`src/rtl/bus_grant_arbiter.sv`:
```
`default_nettype none
// ----------------------------------------------------------------------------
// bus_grant_arbiter: round-robin owner arbiter for the 32-source CPU bus with
// bounded hold time and a one-cycle idle bubble between owners.
// Optional macro ARB_LOCK_EN adds a `lock` input that suspends the hold limit.
// Revision: 1.0
// ----------------------------------------------------------------------------
module bus_grant_arbiter #(
  parameter int N_REQ    = 32,
  parameter int MAX_HOLD = 4
) (
  input  logic             clk,
  input  logic             clr,
  input  logic [N_REQ-1:0] req,
`ifdef ARB_LOCK_EN
  input  logic             lock,
`endif
  // `release` is a reserved word, hence the longer name
  input  logic             owner_release,
  output logic [N_REQ-1:0] gnt,
  output logic [4:0]       bus_sel,
  output logic             bus_busy,
  output logic             timeout
);

  typedef enum logic [0:0] {IDLE = 1'b0, OWN = 1'b1} state_t;

  localparam logic [3:0] C_MAX_HOLD = 4'(MAX_HOLD);

  state_t             state, state_nxt;
  logic [N_REQ-1:0]   gnt_nxt;
  logic [4:0]         sel_nxt;
  logic               busy_nxt;
  logic               timeout_nxt;
  logic [4:0]         rr_ptr, ptr_nxt;
  logic [3:0]         hold_cnt, hold_nxt;
  logic               found;
  logic [4:0]         pick;
  logic [4:0]         idx;
  logic               lock_on;

`ifdef ARB_LOCK_EN
  assign lock_on = lock;
`else
  assign lock_on = 1'b0;
`endif

  // First requester in ascending order starting at rr_ptr, wrapping at 31.
  always_comb begin
    found = 1'b0;
    pick  = rr_ptr;
    idx   = rr_ptr;
    for (int k = 0; k < N_REQ; k++) begin
      idx = rr_ptr + 5'(k);
      if (!found && req[idx]) begin
        found = 1'b1;
        pick  = idx;
      end
    end
  end

  always_comb begin
    state_nxt   = state;
    gnt_nxt     = gnt;
    sel_nxt     = bus_sel;
    busy_nxt    = bus_busy;
    timeout_nxt = 1'b0;
    ptr_nxt     = rr_ptr;
    hold_nxt    = hold_cnt;
    case (state)
      IDLE: begin
        if (found) begin
          state_nxt     = OWN;
          gnt_nxt       = '0;
          gnt_nxt[pick] = 1'b1;
          sel_nxt       = pick;
          busy_nxt      = 1'b1;
          hold_nxt      = 4'd1;
          ptr_nxt       = pick + 5'd1;
        end
      end
      OWN: begin
        // Voluntary exit outranks the hold limit, so no timeout on release.
        if (owner_release || !req[bus_sel]) begin
          state_nxt = IDLE;
          gnt_nxt   = '0;
          sel_nxt   = 5'd0;
          busy_nxt  = 1'b0;
          hold_nxt  = 4'd0;
        end else if (!lock_on && (hold_cnt >= C_MAX_HOLD)) begin
          state_nxt   = IDLE;
          gnt_nxt     = '0;
          sel_nxt     = 5'd0;
          busy_nxt    = 1'b0;
          hold_nxt    = 4'd0;
          timeout_nxt = 1'b1;
        end else if (hold_cnt != 4'd15) begin
          hold_nxt = hold_cnt + 4'd1;
        end
      end
      default: begin
        state_nxt = IDLE;
        gnt_nxt   = '0;
        sel_nxt   = 5'd0;
        busy_nxt  = 1'b0;
        hold_nxt  = 4'd0;
      end
    endcase
  end

  always_ff @(posedge clk) begin
    if (clr) begin
      state    <= IDLE;
      gnt      <= '0;
      bus_sel  <= 5'd0;
      bus_busy <= 1'b0;
      timeout  <= 1'b0;
      rr_ptr   <= 5'd0;
      hold_cnt <= 4'd0;
    end else begin
      state    <= state_nxt;
      gnt      <= gnt_nxt;
      bus_sel  <= sel_nxt;
      bus_busy <= busy_nxt;
      timeout  <= timeout_nxt;
      rr_ptr   <= ptr_nxt;
      hold_cnt <= hold_nxt;
    end
  end

endmodule
`default_nettype wire

```
`config.mk`:
```
export PLATFORM = sky130hd
export DESIGN_NAME = bus_grant_arbiter
export DESIGN_NICKNAME = d
export VERILOG_FILES = /design/src/rtl/bus_grant_arbiter.sv
export SDC_FILE = /design/constraint.sdc
export NUM_CORES = 1
export LEC_CHECK = 0
export BUFFER_PORTS_ARGS = -buffer_cell sky130_fd_sc_hd__buf_4
export CAP_MARGIN = 20
export CORE_MARGIN = 10
export CORE_UTILIZATION = 35
export DETAILED_ROUTE_END_ITERATION = 7
export PLACE_DENSITY = 0.48
export SLEW_MARGIN = 20
export SYNTH_ARGS = -nofsm -noshare
export SYNTH_HDL_FRONTEND = slang
export SYNTH_SLANG_ARGS = --single-unit
```
`constraint.sdc`:
```
create_clock -name clk -period 10.88 [get_ports clk]
set_clock_uncertainty 0.2 [all_clocks]
set_input_delay 1.088 -clock clk [delete_from_list [all_inputs] [get_ports clk]]
set_output_delay 1.088 -clock clk [all_outputs]
set_load 0.005 [all_outputs]
```
# Word-level counts from Yosys, hierarchy flattened
# Index checks and enable logic that the tools add are counted.
# classes
n_addsub,33
multipliers,0
n_div,0
order_cmp,36
n_eq_ne,4
shifts,0
muxes,153
bitwise_logic,1
reduce_logical,69
# op_table
operator,count
$lt A5 B6 Y1 const B,34
$mux W5,34
$bmux W1 S5,33
$mux W32,3
$add A5 B5 Y5 const B,16
$mux W1,73
$pmux W32 S2,1
$add A5 B4 Y5 const B,8
$logic_and A1 B1 Y1,32
$logic_not A1 Y1,32
$add A5 B3 Y5 const B,4
$mux W4,4
$add A5 B1 Y5 const B,2
$add A5 B2 Y5 const B,2
$pmux W5 S2,1
$pmux W4 S2,1
$reduce_and A2 Y1,3
$demux W1 S5,1
$ge A5 B1 Y1 const B,1
$add A4 B1 Y4 const B,1
$ge A4 B3 Y1 const B,1
$ne A4 B1 Y1 const B,1
$ne A4 B4 Y1 const B,1
$pmux W1 S2,2
5 further kinds,5
# totals
regBits,49
latchBits,0
ram_bits,0
rom_bits,0
in_bits,35
output_inout_bits,39
n_memories,0

# Longest topological paths before layout
# Gate-level depths: netlist of run 1.
# depth
ltp_word,102
mapped_depth,29
depth_no_buf,18

# Worst setup path before layout of run 1
# No wires, ideal clock.
# synth_path
path_kind,register to register
start,register rr_ptr[1]
end,register gnt[11]
setup_ns,0.117
arrival_time_ns,6.812
t_required_ns,10.563
setup_slack_ns,3.750
path_stages_with_launch,27
n_path_buf,10
period_less_slack_ns,7.130
cell_sequence,dfxtp_1 -> buf_6 -> buf_6 -> buf_6 -> buf_6 -> buf_2 -> clkbuf_1 -> clkinv_1 -> ha_1 -> buf_2 -> buf_6 -> buf_4 -> mux2_2 -> mux4_2 -> mux2_2 -> mux2i_1 -> nand4_1 -> nor4_2 -> nand4_2 -> or4_4 -> nand4_1 -> o221ai_1 -> or2_2 -> ha_1 -> and2_1 -> clkbuf_1 -> a32o_1
# synth_via
elab_chain_cells,102
word_cells_on_any_way,229
classes_between,add/sub (31); order compare (2); eq/ne (1); mux (131); reduce/logical (64)
# synth_rtl
element,line,text
start: declaration,35,"logic [4:0] rr_ptr, ptr_nxt;"
start signal: assignment,126,rr_ptr <= ptr_nxt;
"parallel branches: the longest is 102 deep, another holds $add A5 B1 Y5",--,
end signal: assignment,122,gnt <= gnt_nxt;
end: declaration,20,"output logic [N_REQ-1:0] gnt,"
# Several ways; the timed one is not identified. The select of a mux whose other input is x is not followed.
# A chain may end at the register's enable or synchronous reset.

# Worst setup path in the final report of run 1
# layout_path
start,register rr_ptr[1]
end,register gnt[5]
# Same word-level chain as after synthesis.

==> flow_summary_export.csv, run 1 <==
group,metric,value,unit
clock_tree,cts_tree,"built",
global_route,grt_use_met3,0.0432,
sta,hold-worst-slack,0.247,ns
clock_tree,cts_made_buffers,5,
global_route,grt_max_degree,44,
yosys,ys_types,83,
hold_path,hold_start,"bus_busy",
global_route,antenna_found_initial,0,
route,wl_per_cell,28.2,um
sta,fmax,125,MHz
critical_path,r2r.worst_path.cells,16,
yosys,synth_top_family_by_area,"multiplexers",
die,fp.dieW,181,um
clock_tree,clock-root-buffer,"clkbuf_16",
yosys,yosys_register_bits,49,
cells_and_area,final_common_cell,"mux4_2",
yosys,synth_flop_cell,"dfxtp_1",
yosys,synth-simple-area-share,0.172,
cells_and_area,final_cell_area,10000,um2
yosys,synth_compound_area_frac,0.216,
run,maxCapViolCount,0,
sta,tightest_slew,1.13,ns
hold_path,min_to,"bus_busy",
sta,setup_tns,0,ns
clock_tree,post_cts_buffers,0,
yosys,synthCells,985,
yosys,syn_area,9060,um2
route,antenna_left,0,
cells_and_area,n_antenna_cell,0,
die,initial_utilization,0.358,
cells_and_area,layout_common_cells,"mux4_2, buf_4, mux2i_1, nand2_1, nor2_1",
cells_and_area,final_net_count,1071,
yosys,synthMuxAreaShare,0.393,
die,core,25300,um2
cells_and_area,layout-drive-gt1-share,0.281,
route,firstDrtPassIters,5,
global_route,grt.overflow.total,0,
critical_path,r2r_end,"gnt[5]",
clock_tree,cts-resized-gates,0,
global_route,use_met1,0.306,
clock_tree,clkLatencyLatePin,0.29,ns
global_route,grt_pass1_vias,8693,
clock_tree,cts.sinks,49,
clock_tree,cts_buffer_depth,2,
sta,max_slew_margin,0.241,
critical_path,crit_type,"reg2reg",
placement,dp_hpwl,29.0,mm
yosys,synth_top_area_cell,"mux4_2",
die,die_y,181,um
critical_path,crit_path_max_fanout,43,
clock_tree,cts_hold_buf,0,
die,die_area,32700,um2
critical_path,end_kind,"flip-flop",
placement,gp_congestion,0.988,
sta,rsz0062_at_grt,"false",
hold_path,hp-class,"reg2reg",
die,pin_count,74,
critical_path,startpoint_type,"flip-flop",
yosys,synthAdderAreaFrac,0.0249,
route,vias,9100,
route,drtIter0Drc,1050,
critical_path,rrSetupSlack,2.90,ns
yosys,async_flop_share,0,
die,num_rows,58,
route,vias_per_cell,6.75,
cells_and_area,utilization,0.395,
yosys,yosysWarnings,0,
route,drt_wl_total,38.0,mm
cells_and_area,area_delta_synth_final,10.4,%
yosys,synth_area_leaders,"mux4_2, dfxtp_1, mux2i_1",
hold_path,hold_path_depth,2,
sta,slew_viol_final,0,
yosys,syn_area_per_cell,9.20,um2
sta,final_hold_viol_count,0,
global_route,busiest_layer,"met2",
yosys,synthXorXnorAreaFrac,0.0319,
critical_path,critPathArrivalTime,8.01,ns
run_status,status,"finished clean",
global_route,grt_pass1_wl,57.0,mm
global_route,grt_use_met2,0.341,
placement,placed_area,9860,um2
clock_tree,htree_levels,2,
yosys,netlist.area_leader.share,0.249,
yosys,synth_edf_count,0,
route,drc,0,
clock_tree,clk_pin_slew_worst_paths,0.07,ns
global_route,grt_usage,0.220,
placement,port-buffer-count,73,
critical_path,r2r_start,"rr_ptr[1]",
critical_path,required,10.91,ns
yosys,syn_nets,1038,
yosys,ys_seq_area_frac,0.108,
sta,period_share,0.733,
sta,setup_viol,0,
sta,fin_crit,7.98,ns
==> area by class of cell <==
cell class / count / area [um2]
clock buffer: 6 / 129
clock inverter: 2 / 13.8
fill: 2544 / 15300
inverter: 29 / 109
multi-input combinational: 834 / 7610
sequential: 49 / 988
tap: 330 / 413
timing repair buffer: 99 / 743
==> cells in the mapped netlist (13+ instances only) <==
master / number
mux4_2: 100
buf_2: 18
dfxtp_1: 49
ha_1: 18
mux2i_1: 79
nor3_1: 22
o21ai_0: 29
nand2b_1: 15
nor2_1: 59
a32o_1: 16
nand3_1: 25
nand2_1: 78
nand4_1: 13
a21oi_1: 43
o22ai_1: 14
and2_1: 16
inv_1: 25
mux2_2: 46
a22o_1: 20
clkbuf_1: 34
xnor2_1: 27
==> metrics by stage <==
| step | setup slack (ns) | instances |
|---|---|---|
| after floorplan | 3.75 | 985 |
| after global placement | 3.27 | 1341 |
| after detailed placement | 3.04 | 1341 |
| after CTS | 3.01 | 1349 |
| after global routing | 2.26 | 1349 |
| final | 2.90 | 1349 |
==> worst max-delay path by stage <==
stage | startpoint | endpoint | slack [ns] | depth (start not counted)
global route | rr_ptr[1] | gnt[5] | 2.26 | 16
floorplan | rr_ptr[1] | gnt[11] | 3.75 | 26
finish | rr_ptr[1] | gnt[5] | 2.90 | 16
detailed placement | rr_ptr[1] | gnt[5] | 3.04 | 16
CTS | rr_ptr[1] | gnt[5] | 3.01 | 16
global placement | rr_ptr[1] | gnt[5] | 3.27 | 16
==> state kept, by name, summed over array words and instances (netlist names) <==
signal and cells:
bus_busy 1, bus_sel 5, state 1, hold_cnt 4, rr_ptr 5, timeout 1, gnt 32
==> kinds of logic after synthesis <==
group                      Yosys count
AOI/OAI and AO/OA                  263
xor gates and xnor gates            33
adders and majority gates           18
buffers and inverters              102
DFF                                 49
muxes                              225
and+or+nand+nor                    295
==> metal layers <==
metal  share of wire  vias to the layer above
met5               0                        -
met4           0.027                        0
met3           0.087                       68
met2            0.45                      462
met1            0.44                     4536
li1                -                     4034
==> worst max-delay path, stage by stage (launching register included) <==
cell,delay (ns)
dfxtp_4,0.72
clkinv_1,0.19
ha_2,1.07
mux4_2,0.66
mux2i_1,0.38
o22a_1,0.26
a21boi_1,0.85
nand2_1,0.44
nor4_2,0.58
nand3_1,0.44
o31ai_1,0.48
nor4_1,0.10
a21o_1,0.23
o2111ai_1,0.43
nand2_1,0.20
nor3_1,0.47
a22o_1,0.20
Power of run 1 is left out: the tool's default activity adds up to more than one toggle a clock period on the data nets, which glitch-free logic cannot reach.
==> run 2: changes to the inputs <==
--- a/config.mk
+++ b/config.mk
@@ -5,12 +5,13 @@
 export SDC_FILE = /design/constraint.sdc
 export NUM_CORES = 1
 export LEC_CHECK = 0
+export ABC_AREA = 1
 export BUFFER_PORTS_ARGS = -buffer_cell sky130_fd_sc_hd__buf_4
 export CAP_MARGIN = 20
 export CORE_MARGIN = 10
 export CORE_UTILIZATION = 35
 export DETAILED_ROUTE_END_ITERATION = 7
-export PLACE_DENSITY = 0.48
+export PLACE_DENSITY = 0.49
 export SLEW_MARGIN = 20
 export SYNTH_ARGS = -nofsm -noshare
 export SYNTH_HDL_FRONTEND = slang
==> constraint.sdc (replaced) <==
create_clock -name clk -period 7.6 [get_ports clk]
set_clock_uncertainty 0.2 [all_clocks]
set_input_delay 0.76 -clock clk [delete_from_list [all_inputs] [get_ports clk]]
set_output_delay 0.76 -clock clk [all_outputs]
set_load 0.005 [all_outputs]
==> run 2 against run 1 <==
Effect of this change:
- worst setup slack got worse by 2.0 ns
- die area is 23% lower
- first-iteration DRC count fell by 23%
- flip-flop and latch count unchanged
- sequential share of layout area grew 3.0 points
- highest routed layer unchanged
- critical path depth rose by 30
- synthesized cell count is 25% higher
- wire length fell by 28%
- design area shrank 24%
- non-clock buffer count down 13
==> flow_summary_export.csv, run 2 <==
group,metric,value,unit
sta,max_slew_margin,0.532,
clock_tree,cts_tree,"built",
die,die_y,159,um
yosys,synth_top_area_cell,"nand2_1",
clock_tree,cts_made_buffers,5,
global_route,grt.overflow.total,0,
placement,gp_congestion,0.948,
die,pin_count,74,
placement,port-buffer-count,73,
cells_and_area,layout-drive-gt1-share,0.143,
hold_path,hold_path_depth,2,
route,antenna_left,0,
sta,tightest_slew,0.699,ns
cells_and_area,final_common_cell,"nand2_1",
placement,dp_hpwl,22.0,mm
yosys,syn_area_per_cell,5.48,um2
cells_and_area,regMostFlops,"gnt",
die,fp.dieW,159,um
critical_path,cpPeakStageDelay,0.51,ns
yosys,synth_most_common_cell,"nand2_1",
critical_path,critPathArrivalTime,6.77,ns
route,drt_wl_total,27.4,mm
route,wl_per_cell,17.8,um
clock_tree,cts-resized-gates,0,
sta,fmax,148,MHz
clock_tree,post_cts_buffers,0,
critical_path,crit_slowest_cell,"nor2_1",
route,vias,8000,
hold_path,hp-class,"reg2reg",
die,initial_utilization,0.357,
sta,rsz0062_at_grt,"false",
global_route,grt_pass1_wl,42.2,mm
yosys,synthCells,1227,
route,drc,0,
hold_path,hold_start,"gnt[8]",
die,num_rows,50,
clock_tree,cts_buffer_depth,2,
sta,fin_crit,6.74,ns
cells_and_area,layout_common_cells,"nand2_1, nand3_1, inv_1",
cells_and_area,largest_reg_flops,32,
placement,post-place-ws,0.995,ns
yosys,syn_nets,1280,
cells_and_area,register_area,981,um2
clock_tree,htree_levels,2,
route,firstDrtPassIters,5,
yosys,netlist.area_leader.share,0.224,
cells_and_area,final_net_count,1329,
yosys,async_flop_share,0,
route,drtIter0Drc,812,
clock_tree,clock-root-buffer,"clkbuf_16",
sta,slew_viol_final,0,
yosys,yosys_register_bits,49,
sta,setup_viol,0,
yosys,ys_types,46,
clock_tree,clkLatencyLatePin,0.30,ns
global_route,grt_max_degree,35,
sta,final_hold_viol_count,0,
critical_path,r2r_start,"rr_ptr[1]",
critical_path,crit_path_end,"gnt[7]",
critical_path,end_kind,"flip-flop",
sta,setup_tns,0,ns
yosys,synth_edf_count,0,
cells_and_area,nFillCells,2153,
clock_tree,cts_hold_buf,0,
cells_and_area,multiInputGateArea,4820,um2
critical_path,crit_path_max_fanout,27,
run,maxCapViolCount,0,
critical_path,startpoint_type,"flip-flop",
critical_path,required,7.63,ns
global_route,grt_usage,0.218,
die,die_area,25200,um2
yosys,synth_area_leaders,"nand2_1, dfxtp_1, nand3_1",
cells_and_area,area_delta_synth_final,12.9,%
run_status,status,"finished clean",
yosys,syn_area,6730,um2
yosys,ys_seq_area_frac,0.146,
route,vias_per_cell,5.20,
die,core,18800,um2
yosys,yosysWarnings,0,
critical_path,r2r_end,"gnt[7]",
critical_path,rrSetupSlack,0.86,ns
critical_path,r2r.worst_path.cells,46,
global_route,grt_pass1_vias,7278,
sta,setup_slack,0.862,ns
clock_tree,clk_pin_slew_worst_paths,0.07,ns
clock_tree,cts.sinks,49,
cells_and_area,top_regs,"gnt (32), bus_sel (5), rr_ptr (5)",
critical_path,crit_type,"reg2reg",
global_route,antenna_found_initial,1,
yosys,ys_top_cells_by_count,"nand2_1, nand3_1, inv_1, o21ai_0, nor2_1",
critical_path,crit_start,"rr_ptr[1]",
yosys,synth_flop_cell,"dfxtp_1",
sta,period_share,0.887,
run 2: layout make-up:
class | count | share of cell area
sequential | 49 | 0.129
inverter | 172 | 0.0854
tap | 260 | 0.0428
multi-input combinational | 962 | 0.635
clock buffer | 6 | 0.0170
clock inverter | 2 | 0.00511
antenna | 2 | 0.000659
timing repair buffer | 86 | 0.0850
run 2: worst min path at each step:
stage                  endpoint  slack (ns)
floorplan           hold_cnt[3]        0.24
global placement       bus_busy        0.24
detailed placement      gnt[14]        0.24
CTS                    bus_busy        0.26
global route            gnt[17]        0.28
finish                   gnt[8]        0.25
run 2: per-layer routing:
metal / track usage / routed length, um / vias to the layer above
met5: 0 / 0 / -
met4: 0.0538 / 487 / 0
met3: 0.0326 / 1780 / 29
met2: 0.358 / 12700 / 272
met1: 0.292 / 12400 / 3619
li1: - / - / 4080
run 2: kinds of logic (layout without fill, tap and decap cells):
group / Yosys count / after routing / synth area share
other: 0 / 2 / 0
xor gates and xnor gates: 16 / 16 / 0.0270
muxes: 2 / 2 / 0.00298
and+or+nand+nor: 751 / 751 / 0.509
DFF: 49 / 49 / 0.146
adders and majority gates: 18 / 18 / 0.0335
AOI/OAI and AO/OA: 175 / 175 / 0.144
buffers and inverters: 216 / 266 / 0.137
run 2: through the flow:
step | hold WS [ns] | cell area, um2 | utilization | instances
4_1_cts | 0.258 | 7590 | 0.403 | 1537
5_1_grt | 0.276 | 7590 | 0.403 | 1538
3_3_place_gp | 0.241 | 7420 | 0.394 | 1529
2_1_floorplan | 0.238 | 6730 | - | 1227
6_report | 0.254 | 7590 | 0.403 | 1539
3_5_place_dp | 0.241 | 7420 | 0.394 | 1529
run 2: critical path: cells and delay by family (launching register included):
kind / cells / cell delay (ns)
AOI/OAI and AO/OA: 1 / 0.11
adders and majority gates: 2 / 0.49
DFF: 1 / 0.36
buffers and inverters: 5 / 0.91
and+or+nand+nor: 38 / 4.54
Power of run 2 is left out for the same reason.
